[src/rtl/calc_pkg.sv]
// calc_pkg: op codes shared with the entry FSM's 3-bit op field, and the
// execute-stage state encoding.
package calc_pkg;

    localparam logic [2:0] OP_ADD = 3'b001;
    localparam logic [2:0] OP_SUB = 3'b010;
    localparam logic [2:0] OP_MUL = 3'b011;

    typedef enum logic [2:0] {
        ST_IDLE,
        ST_CHECK,
        ST_CONV,
        ST_EXEC,
        ST_DABBLE,
        ST_DONE
    } calc_state_t;

endpackage

[src/rtl/calc_execute_seq_dabble.sv]
// bcd_double_dabble: sequential binary-to-BCD converter (shift-and-add-3).
// Ports:
//   i_Clk, i_Rst_n  clock, synchronous active-low reset
//   load            start a conversion of bin
//   bin             binary input, BIN_WIDTH bits
//   bcd             BCD digits, RESULT_DIGITS nibbles
//   valid           high for one cycle, exactly BIN_WIDTH cycles after load
module bcd_double_dabble #(
    parameter int BIN_WIDTH     = 14,
    parameter int RESULT_DIGITS = 4
) (
    input  logic                         i_Clk,
    input  logic                         i_Rst_n,
    input  logic                         load,
    input  logic [BIN_WIDTH-1:0]         bin,
    output logic [4*RESULT_DIGITS-1:0]   bcd,
    output logic                         valid
);

    localparam int SW = 4*RESULT_DIGITS + BIN_WIDTH;
    localparam int CW = $clog2(BIN_WIDTH + 1);

    logic [SW-1:0] shift_q;
    logic [CW-1:0] cnt_q;
    logic          active_q;

    function automatic logic [SW-1:0] dabble_step(input logic [SW-1:0] s);
        logic [SW-1:0] t;
        t = s;
        for (int d = 0; d < RESULT_DIGITS; d++) begin
            if (t[BIN_WIDTH + 4*d +: 4] >= 4'd5)
                t[BIN_WIDTH + 4*d +: 4] = t[BIN_WIDTH + 4*d +: 4] + 4'd3;
        end
        return t << 1;
    endfunction

    // The first shift happens on the load edge itself, so the last of the
    // BIN_WIDTH shifts lands just before the valid cycle.
    always_ff @(posedge i_Clk) begin
        if (!i_Rst_n) begin
            shift_q  <= '0;
            cnt_q    <= '0;
            active_q <= 1'b0;
        end else if (load) begin
            shift_q  <= dabble_step({{(4*RESULT_DIGITS){1'b0}}, bin});
            cnt_q    <= CW'(BIN_WIDTH - 1);
            active_q <= 1'b1;
        end else if (active_q) begin
            if (cnt_q != '0) begin
                shift_q <= dabble_step(shift_q);
                cnt_q   <= cnt_q - 1'b1;
            end else begin
                active_q <= 1'b0;
            end
        end
    end

    assign bcd   = shift_q[SW-1 -: 4*RESULT_DIGITS];
    assign valid = active_q && (cnt_q == '0);

endmodule

[src/rtl/calc_execute_seq.sv]
// calc_execute_seq: calculator execute stage. Latches two BCD operands and an
// op, validates them, converts to binary, runs add/sub/shift-add multiply and
// converts the result back to BCD, then pulses o_Done for one cycle.
// Ports:
//   i_Clk, i_Rst_n             clock, synchronous active-low reset
//   i_Start                    request pulse, sampled only in IDLE
//   i_Operand_A, i_Operand_B   BCD operands, MS digit in top nibble
//   i_Op                       OP_ADD / OP_SUB / OP_MUL
//   o_Busy, o_Done             status; o_Done is a one-cycle pulse
//   o_Result_BCD, o_Negative, o_Error   registered on entry to DONE, held
//
// state  | meaning
// IDLE   | waiting for i_Start
// CHECK  | validate digits and op
// CONV   | BCD operands to binary
// EXEC   | add/sub (1 cycle) or shift-add multiply (MUL_BITS cycles)
// DABBLE | binary result to BCD
// DONE   | o_Done pulse, result visible
module calc_execute_seq
    import calc_pkg::*;
#(
    parameter int OPERAND_DIGITS = 2,
    parameter int RESULT_DIGITS  = 4,
    parameter int MUL_BITS       = 7,
    parameter int BIN_WIDTH      = 14
) (
    input  logic                        i_Clk,
    input  logic                        i_Rst_n,
    input  logic                        i_Start,
    input  logic [4*OPERAND_DIGITS-1:0] i_Operand_A,
    input  logic [4*OPERAND_DIGITS-1:0] i_Operand_B,
    input  logic [2:0]                  i_Op,
    output logic                        o_Busy,
    output logic                        o_Done,
    output logic [4*RESULT_DIGITS-1:0]  o_Result_BCD,
    output logic                        o_Negative,
    output logic                        o_Error
);

    localparam int OW  = 4*OPERAND_DIGITS;
    localparam int RW  = 4*RESULT_DIGITS;
    localparam int MCW = $clog2(MUL_BITS + 1);

    calc_state_t state_q, state_d;

    logic [OW-1:0]        a_bcd_q, b_bcd_q;
    logic [2:0]           op_q;
    logic [BIN_WIDTH-1:0] op_a_q;     // multiplicand, shifted left during multiply
    logic [MUL_BITS-1:0]  op_b_q;     // multiplier, shifted right during multiply
    logic [BIN_WIDTH-1:0] acc_q;
    logic [MCW-1:0]       mul_cnt_q;
    logic                 neg_q;
    logic [RW-1:0]        result_q;
    logic                 negative_q;
    logic                 error_q;

    logic                 check_err;
    logic [BIN_WIDTH-1:0] mul_sum;
    logic                 dd_load;
    logic [BIN_WIDTH-1:0] dd_bin;
    logic [RW-1:0]        dd_bcd;
    logic                 dd_valid;

    function automatic logic bcd_ok(input logic [OW-1:0] v);
        logic ok;
        ok = 1'b1;
        for (int k = 0; k < OPERAND_DIGITS; k++)
            if (v[4*k +: 4] > 4'd9) ok = 1'b0;
        return ok;
    endfunction

    function automatic logic [MUL_BITS-1:0] bcd_to_bin(input logic [OW-1:0] v);
        logic [MUL_BITS-1:0] r;
        r = '0;
        for (int k = OPERAND_DIGITS - 1; k >= 0; k--)
            r = r * MUL_BITS'(10) + MUL_BITS'(v[4*k +: 4]);
        return r;
    endfunction

    assign check_err = !bcd_ok(a_bcd_q) || !bcd_ok(b_bcd_q) ||
                       !(op_q == OP_ADD || op_q == OP_SUB || op_q == OP_MUL);
    assign mul_sum   = acc_q + (op_b_q[0] ? op_a_q : '0);

    bcd_double_dabble #(
        .BIN_WIDTH     (BIN_WIDTH),
        .RESULT_DIGITS (RESULT_DIGITS)
    ) u_dabble (
        .i_Clk   (i_Clk),
        .i_Rst_n (i_Rst_n),
        .load    (dd_load),
        .bin     (dd_bin),
        .bcd     (dd_bcd),
        .valid   (dd_valid)
    );

    always_ff @(posedge i_Clk) begin
        if (!i_Rst_n) state_q <= ST_IDLE;
        else          state_q <= state_d;
    end

    always_comb begin
        state_d = state_q;
        dd_load = 1'b0;
        dd_bin  = '0;
        o_Busy  = 1'b0;
        o_Done  = 1'b0;
        case (state_q)
            ST_IDLE: begin
                if (i_Start) state_d = ST_CHECK;
            end
            ST_CHECK: begin
                o_Busy  = 1'b1;
                state_d = check_err ? ST_DONE : ST_CONV;
            end
            ST_CONV: begin
                o_Busy  = 1'b1;
                state_d = ST_EXEC;
            end
            ST_EXEC: begin
                o_Busy = 1'b1;
                if (op_q == OP_MUL) begin
                    // Last partial product is folded in combinationally so the
                    // converter starts on the final multiply cycle.
                    if (mul_cnt_q == '0) begin
                        dd_load = 1'b1;
                        dd_bin  = mul_sum;
                        state_d = ST_DABBLE;
                    end
                end else begin
                    dd_load = 1'b1;
                    if (op_q == OP_ADD)
                        dd_bin = op_a_q + BIN_WIDTH'(op_b_q);
                    else if (op_a_q >= BIN_WIDTH'(op_b_q))
                        dd_bin = op_a_q - BIN_WIDTH'(op_b_q);
                    else
                        dd_bin = BIN_WIDTH'(op_b_q) - op_a_q;
                    state_d = ST_DABBLE;
                end
            end
            ST_DABBLE: begin
                o_Busy = 1'b1;
                if (dd_valid) state_d = ST_DONE;
            end
            ST_DONE: begin
                o_Done  = 1'b1;
                state_d = ST_IDLE;
            end
            default: state_d = ST_IDLE;
        endcase
    end

    always_ff @(posedge i_Clk) begin
        if (!i_Rst_n) begin
            a_bcd_q    <= '0;
            b_bcd_q    <= '0;
            op_q       <= '0;
            op_a_q     <= '0;
            op_b_q     <= '0;
            acc_q      <= '0;
            mul_cnt_q  <= '0;
            neg_q      <= 1'b0;
            result_q   <= '0;
            negative_q <= 1'b0;
            error_q    <= 1'b0;
        end else begin
            case (state_q)
                ST_IDLE: begin
                    if (i_Start) begin
                        a_bcd_q <= i_Operand_A;
                        b_bcd_q <= i_Operand_B;
                        op_q    <= i_Op;
                    end
                end
                ST_CHECK: begin
                    if (check_err) begin
                        result_q   <= '0;
                        negative_q <= 1'b0;
                        error_q    <= 1'b1;
                    end
                end
                ST_CONV: begin
                    op_a_q    <= BIN_WIDTH'(bcd_to_bin(a_bcd_q));
                    op_b_q    <= bcd_to_bin(b_bcd_q);
                    acc_q     <= '0;
                    mul_cnt_q <= MCW'(MUL_BITS - 1);
                end
                ST_EXEC: begin
                    neg_q <= (op_q == OP_SUB) && (op_a_q < BIN_WIDTH'(op_b_q));
                    if (op_q == OP_MUL) begin
                        acc_q  <= mul_sum;
                        op_a_q <= op_a_q << 1;
                        op_b_q <= op_b_q >> 1;
                        if (mul_cnt_q != '0) mul_cnt_q <= mul_cnt_q - 1'b1;
                    end
                end
                ST_DABBLE: begin
                    if (dd_valid) begin
                        result_q   <= dd_bcd;
                        negative_q <= neg_q;
                        error_q    <= 1'b0;
                    end
                end
                default: ;
            endcase
        end
    end

    assign o_Result_BCD = result_q;
    assign o_Negative   = negative_q;
    assign o_Error      = error_q;

endmodule

[config.mk]
export PLATFORM = sky130hd
export DESIGN_NAME = calc_execute_seq
export DESIGN_NICKNAME = d
export VERILOG_FILES = /design/src/rtl/calc_pkg.sv /design/src/rtl/calc_execute_seq_dabble.sv /design/src/rtl/calc_execute_seq.sv
export SDC_FILE = /design/constraint.sdc
export NUM_CORES = 1
export LEC_CHECK = 0
export ABC_AREA = 1
export BUFFER_PORTS_ARGS = -buffer_cell sky130_fd_sc_hd__buf_2
export CAP_MARGIN = 20
export CORE_UTILIZATION = 36
export DETAILED_ROUTE_END_ITERATION = 7
export GPL_TIMING_DRIVEN = 0
export PLACE_DENSITY_LB_ADDON = 0.25
export SYNTH_ARGS = -nofsm -noshare
export SYNTH_HDL_FRONTEND = slang
export SYNTH_SLANG_ARGS = --single-unit
[constraint.sdc]
create_clock -name i_Clk -period 6.2 [get_ports i_Clk]
set_input_delay 1.24 -clock i_Clk [delete_from_list [all_inputs] [get_ports i_Clk]]
set_output_delay 1.24 -clock i_Clk [all_outputs]
set_load 0.1 [all_outputs]
==> flow_summary.ini <==
[outcome]
status = finished, final reports clean

[power_and_ir_drop]
p_clk_share_pct = 30.6
p_leak_nw = 4.39
power.share.sequential_pct = 27.3
power_density_nw_per_um2 = 344
combPwrFrac_pct = 42.1
p_int_w = 0.00183
vdd_drop_max_mv = 0.254
switchingPower_w = 0.00133
switching_share_pct = 42.1

[synthesis]
syn_nets = 1341
synth_top_family_by_area = simple AND/OR/NAND/NOR gates
synth_xor_area_share_pct = 3.59
synth_simple_gate_area_share_pct = 29.0
netlist_instances = 1251
synthMuxAreaShare_pct = 0
ys_ff_latch = 113
syn_avg_cell_area_sq_um = 6.44
synthesis.area_sq_um = 8060
synth_cell_types = 43
yosysSeqAreaShare_pct = 28.1
ys_warn_count = 0
synth_fa_ha_area_share_pct = 11.3
synth_compound_area_share_pct = 16.6

[global_routing]
antenna_found_initial = 0
grt_max_degree = 17
grt_pass1_wl_um = 36500
grt_overflow = 0
first_global_vias = 7085
grt_usage_pct = 20.5

[setup_path]
worst-setup-path-type = reg -> out
end_kind = output port
critPathMaxFanout = 4
start_kind = register
startpoint = state_q[1]$_SDFFE_PN0P_
r2r-start = op_b_q[0]$_SDFFE_PN0P_
worstPathRequired_ns = 4.96
worstPathArrival_ns = 1.87

[finish]
mostFrequentLayoutCells = nand2_1 (369), inv_1 (167), a21oi_1 (130)
fin_nets = 1401
antennaDiodeCount = 0
layout_commonest_cell = nand2_1
drive_gt1_share_pct = 9.83
ff_latch_area_sq_um = 2260
area_growth_pct = 14.1
n_fill_cell = 2412
multiInputGateArea_sq_um = 4880

[timing]
slew_headroom_pct = 48.1
tightest_slew_ns = 0.778
whs_ns = 0.453
layout_min_cycle_time_ns = 3.11
max_freq_ghz = 0.322
setup_tns_ns = 0
finalHoldViolations = 0
setup_viol_count_final = 0
finalCritPeriodShare_pct = 50.1
drv_slew = 0
grt_setup_unrepaired = false
finClkSkew_ns = 0.00797

[die]
initial_core_util_pct = 36.8
die-area_sq_um = 23000
rows = 54
coreArea_sq_um = 21900
die_x_um = 152
die_h_um = 152
ios = 42

[routing]
drc = 0
final_antenna_net_count = 0
num_vias = 7956
first_pass_iters = 5
drtIter0Drc = 576
wl_per_cell_um = 14.2
via_per_inst = 4.97
wl_um = 22800

[cts]
cts_buffer_depth = 2
cts_resized = 0
cts-root-buf = clkbuf_16
cts-htree-levels = 4
cts_made_buffers = 17
holdBufCountCts = 0
clock-sinks = 113
cts_tree = done
clk_latency_ns = 0.41
post_cts_buffers = 0
path_clk_slew_ns = 0.06

[placement]
numPortBuffers = 41
place.gp.congestion = 0.879
dp_hpwl_um = 17500

[worst_hold_path]
hold_path_class = reg -> reg
worstHoldStart = b_bcd_q[0]$_SDFFE_PN0P_

[flow_run]
maxCapViolations = 0
==> path summary, 6_finish.rpt <==
check | end | slack [ns] | depth (start not counted)
worst max register to register | u_dabble.shift_q[13]$_SDFFE_PN0P_ | 3.34 | 18
worst min register to register | b_bcd_q[0]$_SDFFE_PN0P_ | 0.45 | 2
worst min-delay path | b_bcd_q[0]$_SDFFE_PN0P_ | 0.45 | 2
worst max-delay path | o_Busy | 3.09 | 6
==> through the flow <==
stage                     std cells  setup WS (ns)  util, %  area [sq um]  total power, W
after floorplan                1251           2.47        -          8060         0.00188
after global placement         1572           3.29     39.3          8610         0.00219
after detailed placement       1572           3.25     39.3          8610         0.00220
after CTS                      1602           3.08     42.0          9190         0.00317
after global routing           1602           2.94     42.0          9190         0.00340
final                          1602           3.09     42.0          9190         0.00316
==> power groups by stage <==
stage | combinational, W | sequential, W | clock (W)
CTS | 0.00133 | 0.000863 | 0.000977
finish | 0.00133 | 0.000863 | 0.000966
detailed placement | 0.00133 | 0.000877 | 0
floorplan | 0.000996 | 0.000880 | 0
global route | 0.00152 | 0.000872 | 0.00101
global placement | 0.00132 | 0.000875 | 0
==> final cells by class <==
cell class / count / area share (%)
clock buffer: 19 / 4.82
buffer: 47 / 2.59
multi-input combinational: 911 / 53.1
clock inverter: 11 / 1.46
sequential: 113 / 24.6
tap: 280 / 3.81
timing repair buffer: 41 / 2.23
inverter: 180 / 7.41
==> cells in the mapped netlist <==
| master | instances | area, sq um |
|---|---|---|
| a22oi_1 | 1 | 7.51 |
| dfxtp_1 | 113 | 2260 |
| a211oi_1 | 6 | 45.0 |
| nor2_8 | 1 | 20.0 |
| buf_1 | 1 | 3.75 |
| clkbuf_1 | 23 | 86.3 |
| inv_2 | 10 | 37.5 |
| inv_4 | 2 | 12.5 |
| nand3b_1 | 5 | 37.5 |
| buf_2 | 16 | 80.1 |
| a311oi_1 | 1 | 8.76 |
| o21bai_1 | 2 | 15.0 |
| nor2_4 | 4 | 45.0 |
| xnor2_1 | 5 | 43.8 |
| o311a_1 | 1 | 10.0 |
| nand3_1 | 70 | 350 |
| nand4_1 | 9 | 56.3 |
| ha_1 | 60 | 751 |
| inv_1 | 167 | 627 |
| clkinv_1 | 1 | 3.75 |
| o21ai_0 | 75 | 375 |
| a31o_2 | 1 | 8.76 |
| a21oi_2 | 3 | 26.3 |
| xor2_1 | 28 | 245 |
| nor3b_1 | 1 | 7.51 |
| a221oi_1 | 3 | 26.3 |
| or2_2 | 4 | 25.0 |
| a31oi_1 | 8 | 50.1 |
| nor2_2 | 6 | 37.5 |
| fa_1 | 8 | 160 |
| nand2_1 | 369 | 1390 |
| o21a_1 | 3 | 22.5 |
| o21ai_2 | 1 | 8.76 |
| a21boi_1 | 1 | 7.51 |
| nor2_1 | 81 | 304 |
| o21ai_1 | 3 | 15.0 |
| a21o_1 | 1 | 7.51 |
| o211ai_1 | 7 | 52.6 |
| a21oi_1 | 130 | 651 |
| buf_6 | 4 | 45.0 |
| buf_4 | 3 | 22.5 |
| nor3_1 | 8 | 40.0 |
| nand2_2 | 5 | 31.3 |
==> layer usage <==
| layer | wire [um] | up-vias | track usage [%] | share of wire (%) |
|---|---|---|---|---|
| met3 | 1010 | 34 | 3.29 | 4.4 |
| met5 | 0 | - | 0 | 0 |
| met2 | 10100 | 195 | 33.0 | 45 |
| met4 | 416 | 0 | 5.64 | 1.8 |
| met1 | 11200 | 3617 | 28.3 | 49 |
| li1 | - | 4110 | - | - |
==> worst max-delay path, cell delays in order, from the launching register on <==
cell and delay, ns:
dfxtp_1 0.34, nor2_1 0.15, inv_1 0.09, nor2_1 0.24
inv_1 0.12, nand3_1 0.10, buf_2 0.43
==> registers in the layout (all words and copies together), names as in the netlist <==
register           cells
op_a_q                14
neg_q                  1
mul_cnt_q              3
a_bcd_q                8
o_Result_BCD          16
b_bcd_q                8
op_q                   3
u_dabble.cnt_q         4
o_Negative             1
o_Error                1
u_dabble.shift_q      29
u_dabble.active_q      1
op_b_q                 7
state_q                3
acc_q                 14
==> logic make-up after synthesis <==
logic type | after synthesis
AOI/OAI and AO/OA | 247
xor gates and xnor gates | 33
adders and majority gates | 68
buffers and inverters | 227
DFF | 113
and+or+nand+nor | 563
No activity file was read; power rests on OpenSTA's default activity.
